==> config.mk <==
export PLATFORM = sky130hd
export DESIGN_NAME = wb_commit_multi
export DESIGN_NICKNAME = d
export VERILOG_FILES = /design/src/rtl/wb_commit_multi.sv
export SDC_FILE = /design/constraint.sdc
export NUM_CORES = 2
export LEC_CHECK = 0
export CAP_MARGIN = 25
export CORE_ASPECT_RATIO = 1.2
export CORE_MARGIN = 3
export CORE_UTILIZATION = 50
export DETAILED_ROUTE_END_ITERATION = 7
export PLACE_DENSITY = 0.75
export SKIP_LAST_GASP = 1
export SYNTH_ARGS = -nofsm -noshare
export SYNTH_HDL_FRONTEND = slang
export SYNTH_SLANG_ARGS = --single-unit
export TNS_END_PERCENT = 20
==> constraint.sdc <==
create_clock -name clk -period 8.3 [get_ports clk]
set_input_delay 1.245 -clock clk [delete_from_list [all_inputs] [get_ports clk]]
set_output_delay 1.245 -clock clk [all_outputs]
set_load 0.02 [all_outputs]
==> src/rtl/wb_commit_multi.sv <==
// Writeback/commit stage: holds one bundle of LANES instructions and commits it in order.
// Precise exceptions, ERET and serialising ops flush the pipe; register writes go to a golden-trace FIFO.
module wb_commit_multi #(
  parameter int LANES       = 2,
  parameter int TRACE_DEPTH = 8,
  parameter int DATA_W      = 32
) (
  input  logic                    clk,
  input  logic                    reset,
  input  logic                    in_valid,
  output logic                    in_ready,
  input  logic [LANES-1:0]        in_lane_valid,
  input  logic [LANES*DATA_W-1:0] in_pc,
  input  logic [LANES*4-1:0]      in_rf_we,
  input  logic [LANES*5-1:0]      in_dest,
  input  logic [LANES*DATA_W-1:0] in_result,
  input  logic [LANES-1:0]        in_ex,
  input  logic [LANES*5-1:0]      in_exccode,
  input  logic [LANES*DATA_W-1:0] in_badvaddr,
  input  logic [2:0]              in_c0_op,
  input  logic [7:0]              in_c0_addr,
  input  logic                    in_serial,
  input  logic [DATA_W-1:0]       cp0_rdata,
  output logic [LANES*4-1:0]      rf_we,
  output logic [LANES*5-1:0]      rf_waddr,
  output logic [LANES*DATA_W-1:0] rf_wdata,
  output logic [LANES*5-1:0]      fwd_dest,
  output logic [LANES*DATA_W-1:0] fwd_result,
  output logic                    cp0_we,
  output logic [7:0]              cp0_addr,
  output logic [DATA_W-1:0]       cp0_wdata,
  output logic                    exc_valid,
  output logic [DATA_W-1:0]       exc_pc,
  output logic [4:0]              exc_code,
  output logic [DATA_W-1:0]       exc_badvaddr,
  output logic                    eret,
  output logic                    serial_op,
  output logic                    pipeline_flush,
  output logic                    debug_wb_valid,
  output logic [DATA_W-1:0]       debug_wb_pc,
  output logic [3:0]              debug_wb_rf_wen,
  output logic [4:0]              debug_wb_rf_wnum,
  output logic [DATA_W-1:0]       debug_wb_rf_wdata
);

  localparam int PW = (TRACE_DEPTH > 1) ? $clog2(TRACE_DEPTH) : 1;
  localparam int CW = PW + 1;

  logic                    ws_valid;
  logic [LANES-1:0]        ws_lane_valid;
  logic [LANES*DATA_W-1:0] ws_pc;
  logic [LANES*4-1:0]      ws_we;
  logic [LANES*5-1:0]      ws_dest;
  logic [LANES*DATA_W-1:0] ws_result;
  logic [LANES-1:0]        ws_ex;
  logic [LANES*5-1:0]      ws_exccode;
  logic [LANES*DATA_W-1:0] ws_badvaddr;
  logic [2:0]              ws_c0_op;
  logic [7:0]              ws_c0_addr;
  logic                    ws_serial;

  logic [LANES-1:0]  live;
  logic [LANES-1:0]  lane_ok;
  logic              kill_seen;
  logic              kill_ex;
  logic [DATA_W-1:0] kill_pc;
  logic [4:0]        kill_code;
  logic [DATA_W-1:0] kill_badvaddr;

  logic [3:0]        wen   [LANES];
  logic [DATA_W-1:0] wdata [LANES];
  logic [PW-1:0]     slot  [LANES];
  logic [CW-1:0]     n_push;

  logic [DATA_W-1:0] tf_pc   [TRACE_DEPTH];
  logic [3:0]        tf_wen  [TRACE_DEPTH];
  logic [4:0]        tf_num  [TRACE_DEPTH];
  logic [DATA_W-1:0] tf_data [TRACE_DEPTH];
  logic [PW-1:0]     rd_ptr;
  logic [PW-1:0]     wr_ptr;
  logic [CW-1:0]     count;
  logic [CW-1:0]     free;
  logic [CW:0]       avail;
  logic              fifo_ne;
  logic              commit_fire;
  logic              flush;

  assign live = ws_lane_valid & {LANES{ws_valid}};

  // lane_ok[i] is true when no older lane kills the bundle (i <= kill lane)
  always_comb begin
    kill_seen     = 1'b0;
    kill_ex       = 1'b0;
    kill_pc       = '0;
    kill_code     = '0;
    kill_badvaddr = '0;
    lane_ok       = '0;
    for (int i = 0; i < LANES; i++) begin
      lane_ok[i] = !kill_seen;
      if (!kill_seen && live[i] &&
          (ws_ex[i] || (i == 0 && (ws_c0_op[0] || ws_serial)))) begin
        kill_seen     = 1'b1;
        kill_ex       = ws_ex[i];
        kill_pc       = ws_pc[i*DATA_W +: DATA_W];
        kill_code     = ws_exccode[i*5 +: 5];
        kill_badvaddr = ws_badvaddr[i*DATA_W +: DATA_W];
      end
    end
  end

  // Surviving writes get consecutive FIFO slots in ascending lane order
  always_comb begin
    n_push = '0;
    for (int i = 0; i < LANES; i++) begin
      wdata[i] = ws_result[i*DATA_W +: DATA_W];
      if (i == 0 && ws_c0_op[2]) wdata[i] = cp0_rdata;
      wen[i]  = (live[i] && lane_ok[i] && !ws_ex[i]) ? ws_we[i*4 +: 4] : 4'h0;
      slot[i] = wr_ptr + n_push[PW-1:0];
      if (|wen[i]) n_push = n_push + CW'(1);
    end
  end

  assign fifo_ne     = (count != '0);
  assign free        = CW'(TRACE_DEPTH) - count;
  assign avail       = {1'b0, free} + {{CW{1'b0}}, fifo_ne};
  assign commit_fire = ws_valid && (avail >= {1'b0, n_push});
  assign flush       = commit_fire && kill_seen;
  assign in_ready    = !flush && (!ws_valid || commit_fire);

  always_comb begin
    rf_we    = '0;
    rf_waddr = '0;
    rf_wdata = '0;
    for (int i = 0; i < LANES; i++) begin
      rf_we[i*4 +: 4]         = commit_fire ? wen[i] : 4'h0;
      rf_waddr[i*5 +: 5]      = live[i] ? ws_dest[i*5 +: 5] : 5'd0;
      rf_wdata[i*DATA_W +: DATA_W] = live[i] ? wdata[i] : '0;
    end
  end

  assign fwd_dest   = rf_waddr;
  assign fwd_result = rf_wdata;

  assign cp0_we    = commit_fire && live[0] && ws_c0_op[1] && !ws_ex[0];
  assign cp0_addr  = live[0] ? ws_c0_addr : 8'h00;
  assign cp0_wdata = live[0] ? ws_result[DATA_W-1:0] : '0;

  // An exception on the kill lane outranks ERET, which outranks a serialising op
  assign pipeline_flush = flush;
  assign exc_valid      = flush && kill_ex;
  assign exc_pc         = exc_valid ? kill_pc : '0;
  assign exc_code       = exc_valid ? kill_code : 5'd0;
  assign exc_badvaddr   = exc_valid ? kill_badvaddr : '0;
  assign eret           = flush && !kill_ex && ws_c0_op[0];
  assign serial_op      = flush && !kill_ex && !ws_c0_op[0] && ws_serial;

  assign debug_wb_valid    = fifo_ne;
  assign debug_wb_pc       = fifo_ne ? tf_pc[rd_ptr] : '0;
  assign debug_wb_rf_wen   = fifo_ne ? tf_wen[rd_ptr] : 4'h0;
  assign debug_wb_rf_wnum  = fifo_ne ? tf_num[rd_ptr] : 5'd0;
  assign debug_wb_rf_wdata = fifo_ne ? tf_data[rd_ptr] : '0;

  always_ff @(posedge clk) begin
    if (commit_fire) begin
      for (int i = 0; i < LANES; i++) begin
        if (|wen[i]) begin
          tf_pc[slot[i]]   <= ws_pc[i*DATA_W +: DATA_W];
          tf_wen[slot[i]]  <= wen[i];
          tf_num[slot[i]]  <= ws_dest[i*5 +: 5];
          tf_data[slot[i]] <= wdata[i];
        end
      end
    end
  end

  always_ff @(posedge clk) begin
    if (reset) begin
      ws_valid      <= 1'b0;
      ws_lane_valid <= '0;
      ws_pc         <= '0;
      ws_we         <= '0;
      ws_dest       <= '0;
      ws_result     <= '0;
      ws_ex         <= '0;
      ws_exccode    <= '0;
      ws_badvaddr   <= '0;
      ws_c0_op      <= '0;
      ws_c0_addr    <= '0;
      ws_serial     <= 1'b0;
      rd_ptr        <= '0;
      wr_ptr        <= '0;
      count         <= '0;
    end else begin
      if (flush)         ws_valid <= 1'b0;
      else if (in_ready) ws_valid <= in_valid;
      if (in_valid && in_ready) begin
        ws_lane_valid <= in_lane_valid;
        ws_pc         <= in_pc;
        ws_we         <= in_rf_we;
        ws_dest       <= in_dest;
        ws_result     <= in_result;
        ws_ex         <= in_ex;
        ws_exccode    <= in_exccode;
        ws_badvaddr   <= in_badvaddr;
        ws_c0_op      <= in_c0_op;
        ws_c0_addr    <= in_c0_addr;
        ws_serial     <= in_serial;
      end
      if (commit_fire) wr_ptr <= wr_ptr + n_push[PW-1:0];
      if (fifo_ne)     rd_ptr <= rd_ptr + PW'(1);
      count <= count + (commit_fire ? n_push : '0) - CW'(fifo_ne);
    end
  end

endmodule

==> results_dict.tcl <==
set metrics [dict create \
    die_h_um 329 \
    synth_area_um2 43500 \
    critPathKind "flop to primary output" \
    clockPowerShare_pct 32.6 \
    multiInputGateArea_um2 19100 \
    wl_um 132000 \
    drt_first_pass_iters 7 \
    grt_pass1_vias 29000 \
    ir_drop_v 0.000180 \
    leakage_nw 19.1 \
    cts_resized 0 \
    seqCellArea_um2 22600 \
    final-hold-violation-count 0 \
    whs_path_depth 2 \
    design.core.area_um2 85500 \
    switching_power_w 0.00367 \
    drv_slew 0 \
    slowest_stage "dfxtp_2" \
    place_inst 4641 \
    cp_max_fo 70 \
    grt_first_pass_wirelength_um 193000 \
    synth_edf_count 584 \
    grt_max_degree 138 \
    final_cells 4818 \
    fin_skew_ns 0.0181 \
    cts_root_buf "clkbuf_16" \
    grt.overflow.total 0 \
    power.internal_w 0.00851 \
    htree_levels 3 \
    post_drt_wl_per_cell_um 27.5 \
    reg2reg_depth 12 \
    drcViolationCount 0 \
    outcome "finished clean" \
    setup_viol 0 \
    cp_num_buf_inv 2 \
    fin_crit_sh_pct 87.4 \
    critPathTopFamily "simple AND/OR/NAND/NOR gates" \
    gp_congestion 0.834 \
    max_freq_ghz 0.138 \
    arrival_ns 6.01 \
    p_total_w 0.0122 \
    crit_path_start_kind "flop" \
    area_growth_pct 21.2 \
    io_buffers 615 \
    clockBufferDepth 3 \
    end_kind "primary output" \
    tightest_slew_ns 1.07 \
    synth_seq_cells 834 \
    min-delay-path-class "flop to flop" \
    ys.flop_type "edfxtp_1" \
    critPathMaxStageDelay_ns 0.98 \
    seq_area_frac_synth_pct 51.8 \
    via_count 28300 \
    start_util_pct 50.9 \
    cts.sinks 834 \
    clk_latency_ns 0.65 \
    die_x_um 275 \
    synthDistinctLibCells 47 \
    p_comb_share_pct 26.6 \
    fin_ws_ns 1.04 \
    ctsHoldBuffers 0 \
    antenna_found_initial 15 \
    track_usage_pct 28.8 \
    holdWs_ns 0.472 \
    synth.avg_cell_area_um2 13.4 \
    p_per_area_nw_per_um2 231 \
    netlist_instances 3236 \
    nFillCells 6670 \
    fin_crit_ns 7.26 \
    worst-r2r-setup-slack_ns 2.07 \
    layout.nets 3890 \
    async_flop_share_pct 0 \
    required_ns 7.05 \
    p_sw_share_pct 30.1 \
    relSlewSlack_pct 28.9 \
    avgViaCountPerCell 5.87 \
    synth_nets 3525 \
    worst-path-stages 12 \
    cap_viol_max_count 0 \
    cts_tree "built" \
    ys_warn_count 0 \
    seqPwrFrac_pct 40.8 \
    die_area_um2 90600 \
    final_layout_size_suffix_gt1_share_pct 16.7 \
    rsz0062_at_grt "no" \
    drt_iter0_markers 2478 \
    ant_nets 0 \
    dpl.hpwl_um 80900 \
    path_cells "nand2_1, nor3_4, nand2_2, inv_1, ha_1, ha_1, nor2b_1, o211ai_1, a22o_1, nand2b_4, nor2_1, clkdlybuf4s50_1" \
    cts_setup_buffers 0 \
    fp-row-count 117 \
    io-pin-count 616 \
    crit_top_cell "ha_1" \
    fin_setup_tns_ns 0 \
    clk_pin_slew_ns 0.06 \
    dp_slack_ns 1.75 \
    cts_buffers 88 \
]
## power groups by stage
stage | Combinational [W] | Sequential, W | Clock, W
finish | 0.00324 | 0.00497 | 0.00397
global route | 0.00345 | 0.00500 | 0.00419
CTS | 0.00328 | 0.00497 | 0.00403
detailed placement | 0.00327 | 0.00506 | 0
global placement | 0.00322 | 0.00505 | 0
floorplan | 0.00219 | 0.00481 | 0
## routing by layer
metal	GRT usage, %	share of wire (%)	vias to the layer above
li1	-	-	12500
met1	37.0	40	14300
met2	47.3	48	1251
met3	6.93	8.4	206
met4	11.2	3.5	6
met5	0	0.031	-
## final timing paths
check                                              startpoint                       end
worst max-delay path            ws_lane_valid[1]$_SDFFE_PP0P_               exc_code[0]
worst min-delay path                 ws_c0_op[1]$_SDFFE_PP0P_  ws_c0_op[1]$_SDFFE_PP0P_
worst max register to register  ws_lane_valid[1]$_SDFFE_PP0P_    tf_pc[3][24]$_DFFE_PP_
worst min register to register       ws_c0_op[1]$_SDFFE_PP0P_  ws_c0_op[1]$_SDFFE_PP0P_
## through the flow
step / util, % / cell area, µm²
after floorplan: - / 43500
after global placement: 58.2 / 49800
after detailed placement: 58.3 / 49800
after CTS: 61.7 / 52700
after global routing: 61.7 / 52700
final: 61.7 / 52700
## state kept, by name, summed over array words and instances (netlist names), 4 cells and up, named ones only
signal,flops
ws_badvaddr,64
ws_exccode,10
tf_data,256
ws_pc,64
ws_we,8
ws_c0_addr,8
ws_dest,10
count,4
tf_pc,256
ws_result,64
tf_wen,32
tf_num,40
## worst register-to-register path, stage by stage (launching register included)
cell and delay [ns]:
dfxtp_2 0.98, nand2_1 0.28, nor3_4 0.35, nand2_2 0.23, inv_1 0.23, ha_1 0.30
ha_1 0.29, nor2b_1 0.04, o211ai_1 0.41, a22o_1 0.60, nand3_4 0.84, o21ai_4 0.64
buf_4 0.65
## cell usage after synthesis, drive strengths merged (34+ instances only)
cell      n  area, µm²
edfxtp  584      17500
mux2    584       6580
nand2b  474       2970
mux2i   341       3410
buf     262       1530
dfxtp   250       5000
nor2    161        604
mux4    146       3290
clkbuf  124        465
and3     86        538
a22oi    70        539
nor2b    34        213
## cell families (layout without fill, tap and decap cells)
family	count (synthesis)	in the layout	synth area share [%]
adders and majority gates	18	18	0.552
DFF	834	834	51.8
and+or+nand+nor	800	800	10.5
AOI/OAI and AO/OA	99	99	1.69
other	0	11	0
muxes	1071	1071	30.5
xor gates and xnor gates	8	8	0.161
buffers and inverters	406	847	4.76
## layout by cell type (no fill, tap or decap), types with 4 or more instances in the layout
cell	Yosys	final
clkdlybuf4s50_1	0	614
edfxtp_1	584	584
nand2b_1	474	473
mux2i_1	341	341
mux2_1	330	330
mux2_2	254	254
dfxtp_1	250	243
nor2_1	161	161
mux4_2	146	146
clkbuf_16	0	90
and3_1	86	86
a22oi_1	69	69
nor2b_1	34	34
buf_4	109	31
clkbuf_1	124	27
nand2_1	23	22
inv_1	20	20
clkinv_2	0	17
ha_1	16	16
buf_12	0	14
clkbuf_8	0	13
diode_2	0	11
o21bai_4	0	6
a21oi_1	5	5
bufinv_16	0	5
clkinv_1	0	5
xnor2_1	4	4
a31oi_1	4	4
xor2_1	4	4
dfxtp_4	0	4
inv_6	0	4
## area by class of cell
class                      instances  area share (%)
antenna                           11          0.0522
timing repair buffer             661            12.7
sequential                       834            42.8
clock inverter                    36           0.671
clock buffer                     130            4.80
multi-input combinational       1996            36.2
inverter                          20           0.142
tap                             1130            2.68
No activity file was read; power rests on OpenSTA's default activity.
